==> src/rtl/multimode_ff_reg.sv <==
// multimode_ff_reg: WIDTH-bit bank of run-time selectable D/T/JK/SR flip-flops
// with hold/shift/rotate modes, sticky SR-conflict flag and change pulse.
//
// Ports:
//   clk        rising-edge clock
//   rst        async active-low reset
//   sclr       sync clear of q to RESET_VAL (beats en/mode)
//   en         update enable
//   mode       000 hold,001 D,010 T,011 JK,100 SR,101 SHL,110 SHR,111 ROL
//   d, k       D/T/J/S vector, K/R vector
//   ser_in     serial input for shifts
//   err_clr    clears sr_err (a same-edge set wins)
//   q          register state
//   ser_out    last bit shifted/rotated out
//   sr_err     sticky S=R=1 flag
//   q_changed  one-cycle pulse after q changed
module multimode_ff_reg #(
  parameter int unsigned      WIDTH       = 8,
  parameter logic [WIDTH-1:0] RESET_VAL   = '0,
  parameter int unsigned      SR_CONFLICT = 0
) (
  input  logic             clk,
  input  logic             rst,
  input  logic             sclr,
  input  logic             en,
  input  logic [2:0]       mode,
  input  logic [WIDTH-1:0] d,
  input  logic [WIDTH-1:0] k,
  input  logic             ser_in,
  input  logic             err_clr,
  output logic [WIDTH-1:0] q,
  output logic             ser_out,
  output logic             sr_err,
  output logic             q_changed
);

  logic [WIDTH-1:0] q_nxt;
  logic             so_nxt;
  logic             err_set;
  logic [WIDTH-1:0] sin_lo;
  logic [WIDTH-1:0] sin_hi;
  logic [WIDTH-1:0] msb_lo;
  logic [WIDTH-1:0] conf;
  logic [WIDTH-1:0] sr_conf;

  // Shift operands built as full-width vectors so WIDTH=1 needs no slicing:
  // (q<<1)|ser_in and (q>>1)|ser_in<<(W-1) both collapse to ser_in there.
  always_comb begin
    sin_lo            = '0;
    sin_lo[0]         = ser_in;
    sin_hi            = '0;
    sin_hi[WIDTH-1]   = ser_in;
    msb_lo            = '0;
    msb_lo[0]         = q[WIDTH-1];
  end

  assign conf = d & k;

  always_comb begin
    unique case (SR_CONFLICT)
      1:       sr_conf = '0;
      2:       sr_conf = conf;
      default: sr_conf = q & conf;
    endcase
  end

  always_comb begin
    q_nxt   = q;
    so_nxt  = ser_out;
    err_set = 1'b0;
    if (sclr) begin
      q_nxt = RESET_VAL;
    end else if (en) begin
      unique case (mode)
        3'b000: q_nxt = q;
        3'b001: q_nxt = d;
        3'b010: q_nxt = q ^ d;
        3'b011: q_nxt = (d & ~q) | (~k & q);
        3'b100: begin
          q_nxt   = (d & ~k) | (q & ~d & ~k) | sr_conf;
          err_set = |conf;
        end
        3'b101: begin
          q_nxt  = (q << 1) | sin_lo;
          so_nxt = q[WIDTH-1];
        end
        3'b110: begin
          q_nxt  = (q >> 1) | sin_hi;
          so_nxt = q[0];
        end
        3'b111: begin
          q_nxt  = (q << 1) | msb_lo;
          so_nxt = q[WIDTH-1];
        end
        default: q_nxt = q;
      endcase
    end
  end

  always_ff @(posedge clk or negedge rst) begin
    if (!rst) begin
      q         <= RESET_VAL;
      ser_out   <= 1'b0;
      sr_err    <= 1'b0;
      q_changed <= 1'b0;
    end else begin
      q         <= q_nxt;
      ser_out   <= so_nxt;
      q_changed <= (q_nxt != q);
      if (err_set)
        sr_err <= 1'b1;
      else if (err_clr)
        sr_err <= 1'b0;
    end
  end

endmodule

==> config.mk <==
export PLATFORM = sky130hd
export DESIGN_NAME = multimode_ff_reg
export DESIGN_NICKNAME = d
export VERILOG_FILES = /design/src/rtl/multimode_ff_reg.sv
export SDC_FILE = /design/constraint.sdc
export NUM_CORES = 1
export LEC_CHECK = 0
export BUFFER_PORTS_ARGS = -buffer_cell sky130_fd_sc_hd__buf_2
export CORE_MARGIN = 2
export CORE_UTILIZATION = 43
export CTS_CLUSTER_SIZE = 24
export DETAILED_ROUTE_END_ITERATION = 7
export HOLD_SLACK_MARGIN = 0.02
export PLACE_DENSITY = 0.7
export SKIP_CTS_REPAIR_TIMING = 1
export SLEW_MARGIN = 20
export SYNTH_ARGS = -nofsm -noshare
export SYNTH_HDL_FRONTEND = slang
export SYNTH_SLANG_ARGS = --single-unit
==> constraint.sdc <==
create_clock -name clk -period 2.25 [get_ports clk]
set_input_delay 0 -clock clk [delete_from_list [all_inputs] [get_ports clk]]
set_output_delay 0 -clock clk [all_outputs]
set_load 0.02 [all_outputs]
# Word-level counts from Yosys, hierarchy flattened
# Cells that the tools add are included.
classes:
  n_eq_ne: 8
  n_shift: 0
  mul: 0
  add_sub_neg: 0
  n_div: 0
  magnitude_cmp: 0
  bitwise_logic: 18
  n_reduce_logical: 6
  muxes: 9
op_table:
  columns: ["cell", "n"]
  rows:
  - ["8-bit case mux with 8 select lines", 1]
  - ["8-bit bitwise AND", 7]
  - ["8-bit inverter", 3]
  - ["8-bit bitwise OR", 3]
  - ["8-bit two-way mux", 2]
  - ["8-bit by 1-bit bitwise OR with 8-bit output", 2]
  - ["3-bit == test (second input constant)", 4]
  - ["8-bit inequality test", 1]
  - ["7-bit by 8-bit bitwise OR with 8-bit output", 1]
  - ["8-bit OR reduction", 1]
  - ["8-bit XOR", 1]
  - ["3-bit by 2-bit == test with 1-bit output (second input constant)", 2]
  - ["1-bit two-way mux", 5]
  - ["2-bit nonzero test", 2]
  - ["3-bit by 1-bit == test with 1-bit output (second input constant)", 1]
  - ["3-bit zero test", 1]
  - ["3-bit AND reduction", 1]
  - ["1-bit case mux with 2 select lines", 1]
  - ["2-bit OR reduction", 1]
  - ["1-bit inverter", 1]
totals:
  ramBits: 0
  word_cells: 45
  reg_bits: 11
  latch_bits: 0
  inputBits: 25
  rom_bits: 0
  out_inout_bits: 11
  memories: 0

# Depth between registers and ports, before layout
depth:
  ltp_word: 9
  mapped_depth: 9
  ltp_nobuf: 9

# Worst setup path before layout
# No wires, ideal clock.
synth_path:
  path_type: "register -> register"
  start: "reg q[7]"
  end: "reg q_changed"
  arrival_ns: 1.727
  period_less_slack_ns: 1.853
  path_stages_with_launch: 9
  setup_slack_ns: 0.397
  setup_ns: 0.125
  required_time_ns: 2.125
  path_buffers: 0
  cell_sequence: "dfrtp_1 ha_1 a21oi_1 a31oi_1 o221ai_1 a211oi_1 o22ai_1 nor4_1 o21ai_1"
synth_via:
  elab_chain_cells: 8
  elab_cells_between_ends: 16
  cone_classes: "eq/ne (1); mux (3); bitwise (12)"
synth_rtl:
  columns: ["element", "line", "source"]
  rows:
  - ["from (decl)", "31", "output logic [WIDTH-1:0] q,"]
  - ["from (signal assigned)", "107", "q <= q_nxt;"]
  - ["8-bit bitwise AND (2 in series)", "80", "q_nxt = (d & ~k) | (q & ~d & ~k) | sr_conf;"]
  - ["8-bit bitwise OR (2 in series)", "80", null]
  - ["8-bit case mux with 8 select lines", "74", "unique case (mode)"]
  - ["8-bit two-way mux", "73", "end else if (en) begin"]
  - ["8-bit two-way mux", "71", "if (sclr) begin"]
  - ["8-bit inequality test *", "109", "q_changed <= (q_nxt != q);"]
  - ["to (signal assigned)", "109", null]
  - ["to (decl)", "34", "output logic q_changed"]
# Every way passes the cells marked *; elsewhere a longest branch is shown, timed or not.
# A chain may end at the register's enable or synchronous reset.

# Final worst setup path
# Ends and elaborated chain as after synthesis.

==> results.txt <==
Max stage delay on crit path -> 440 ps
Slowest CP cell -> a211oi_1
Antenna cells -> 0
Flops & latches, synth -> 11
Die area -> 0.00374 sq mm
Tightest Pin Transition -> 457 ps
Sequential element share of the synthesized area -> 19.6%
# setup viols final -> 0
Max-slew headroom -> 69.3%
Clock Skews -> 4.18 ps
Antenna violations before repair -> 0
Max cap viols -> 0
Worst-path cell chain -> ha_1, a21oi_1, a31oi_1, o221ai_1, a211oi_1, o22ai_1, nor4_1, o21ai_1
GP Congestion -> 0.940
VDD IR max -> 0.000265 V
Status -> complete, no violations
Leakage -> 0.753 nW
Worst path depth -> 8
CTS tree -> built
Mapped Area -> 0.00141 sq mm
Vias -> 1,578
Setup TNS -> 0 ps
Post-route DRC -> 0
Final slew viol count -> 0
Syn Inst Count -> 196
Peak Freq -> 0.496 GHz
Fraction of registers with async set/reset -> 100%
Worst Hold Depth -> 2
Synthesized area per cell -> 7.17 sq um
Number of synthesized flops with an enable pin -> 0
Via/cell ratio -> 5.76
Critical path launch point type -> flop
Cts bufs inserted -> 3
Final Hold Viols -> 0
Placed Cells -> 268
CTS root buf -> clkbuf_4
P&R area growth vs syn -> 18.1%
Wire per inst -> 14.9 um
Detailed Place HPWL -> 3100 um
Cell Rows -> 20
Effective utilization at floorplan -> 45.7%
Crit path max fanout -> 3
Final wirelength -> 4080 um
Crit. End Element -> flop
DRT Pass-1 Iters -> 4
Buffers and inverters on the worst path -> 0
GRT Util Overall -> 23.2%
Clock transition at the registers of the reported paths -> 80 ps
Nets -> 264
First-pass GRT wire length -> 6450 um
IO Pins -> 36
Syn Nets -> 229
Largest net degree at the start of global routing -> 24
Synth warnings -> 0
Crit path time final -> 2020 ps
Post-route ant nets -> 0
Clk sink count -> 11
Die height -> 61.2 um
Starting DRT DRC Count -> 104
CP required -> 2410 ps
CTS HTree Levels -> 1
Critical path data arrival time -> 2180 ps
Die Span X -> 61.2 um
Synth unique cells -> 49
Hold Crit Class -> input pin to flop
Clock Path Buffers -> 2
Most used DFF post-synth -> dfrtp_1
CP Class -> flop to flop
R2R cell count -> 8
Fill count -> 321
Final core utilization -> 53.9%
Finished Layout Cells -> 274
Power per Cell Area -> 422 mW/mm^2
CP delay by family, top -> compound AO/OA/AOI/OAI gates
RSZ-0062 raised after global routing -> false
Global route total overflow -> 0
I/O Buffers -> 35
Tcrit/Tclk final -> 89.6%
Number of global-route vias before repair -> 1,373
Share of cells above drive strength 1 -> 25.2%
Worst skew pair latency -> 280 ps
Core Area -> 0.00308 sq mm
[stage by stage]
step	cell area (sq um)	power [mW]	hold WS (ps)	setup WS [ps]
6_report	1660	0.700	66.2	233
2_1_floorplan	1410	0.448	-296	397
3_3_place_gp	1610	0.555	-108	229
5_1_grt	1660	0.749	95.9	43.2
3_5_place_dp	1610	0.555	-105	232
4_1_cts	1640	0.700	-410	236
[logic make-up (layout without fill, tap and decap cells)]
family,Yosys count,count (layout),synth area share [%]
adder cells (fa/ha/maj),8,8,7.12
multiplexers,2,2,1.42
buffers and inverters,31,65,10.7
AO/OA/AOI/OAI,66,66,34.4
AND/OR/NAND/NOR,78,78,26.8
flip-flops,11,11,19.6
[registers in the layout (all words and copies together) (netlist names)]
| signal | count |
|---|---|
| q | 8 |
| q_changed | 1 |
| ser_out | 1 |
| sr_err | 1 |
[power by group]
group | leakage (nW) | total [mW] | switching, mW | internal (mW)
clock network | 0.0150 | 0.143 | 0.0740 | 0.0688
logic | 0.597 | 0.319 | 0.190 | 0.129
registers | 0.141 | 0.238 | 0.0214 | 0.216
total | 0.753 | 0.700 | 0.286 | 0.414
[Yosys cell counts (5+ instances only)]
cell type	count	share of area [%]
buf_2	5	1.8
nand2_1	19	5.1
nor3_1	10	3.6
a22oi_1	8	4.3
inv_1	13	3.5
ha_1	8	7.1
a211oi_1	5	2.7
dfrtp_1	11	20
nor2_1	24	6.4
a21oi_1	9	3.2
clkbuf_1	6	1.6
o21ai_0	12	4.3
[metal layers]
layer / vias up / global-route usage (%) / wire length (um)
met5: - / 0 / 0
met4: 0 / 8.39 / 48
met1: 723 / 34.5 / 1940
met2: 58 / 35.0 / 1860
li1: 791 / - / -
met3: 6 / 1.89 / 226
[layout by cell type, fill, tap and decap left out, drive strengths merged, types with 2 or more instances in the layout]
cell / synthesis / routed
nor4: 3 / 3
nand2: 20 / 20
and2: 2 / 2
ha: 8 / 8
a21boi: 2 / 2
dfrtp: 11 / 11
o32ai: 2 / 2
dlygate4sd3: 0 / 2
nand2b: 4 / 4
o2bb2ai: 2 / 2
nor2b: 3 / 3
a31oi: 2 / 2
a221oi: 2 / 2
nor3: 11 / 11
nor3b: 3 / 3
a211oi: 8 / 8
nor2: 25 / 25
inv: 14 / 14
nand3: 4 / 4
a21oi: 9 / 9
mux2i: 2 / 2
a22oi: 8 / 8
o21ai: 14 / 14
o221ai: 4 / 4
o22ai: 4 / 4
clkbuf: 7 / 4
buf: 10 / 45
[cell type report]
class / instances / area, sq um / share of cell area [%]
Multi-Input combinational cell: 154 / 980 / 59.0
Sequential cell: 11 / 275 / 16.6
Timing Repair Buffer: 47 / 270 / 16.3
Tap cell: 44 / 55.1 / 3.32
Inverter: 14 / 52.6 / 3.17
Clock buffer: 4 / 26.3 / 1.58
[final timing paths]
check,from,slack (ps),to
max,q[7]$_DFF_PN0_,230,q_changed$_DFF_PN0_
min,sclr,70,q[0]$_DFF_PN0_
max reg2reg,q[7]$_DFF_PN0_,230,q_changed$_DFF_PN0_
min reg2reg,sr_err$_DFFE_PN0P_,530,sr_err$_DFFE_PN0P_
max in group asynchronous,rst,1900,q[7]$_DFF_PN0_
min in group asynchronous,rst,130,q[2]$_DFF_PN0_
Note: power is estimated with default switching activity, not from simulation.
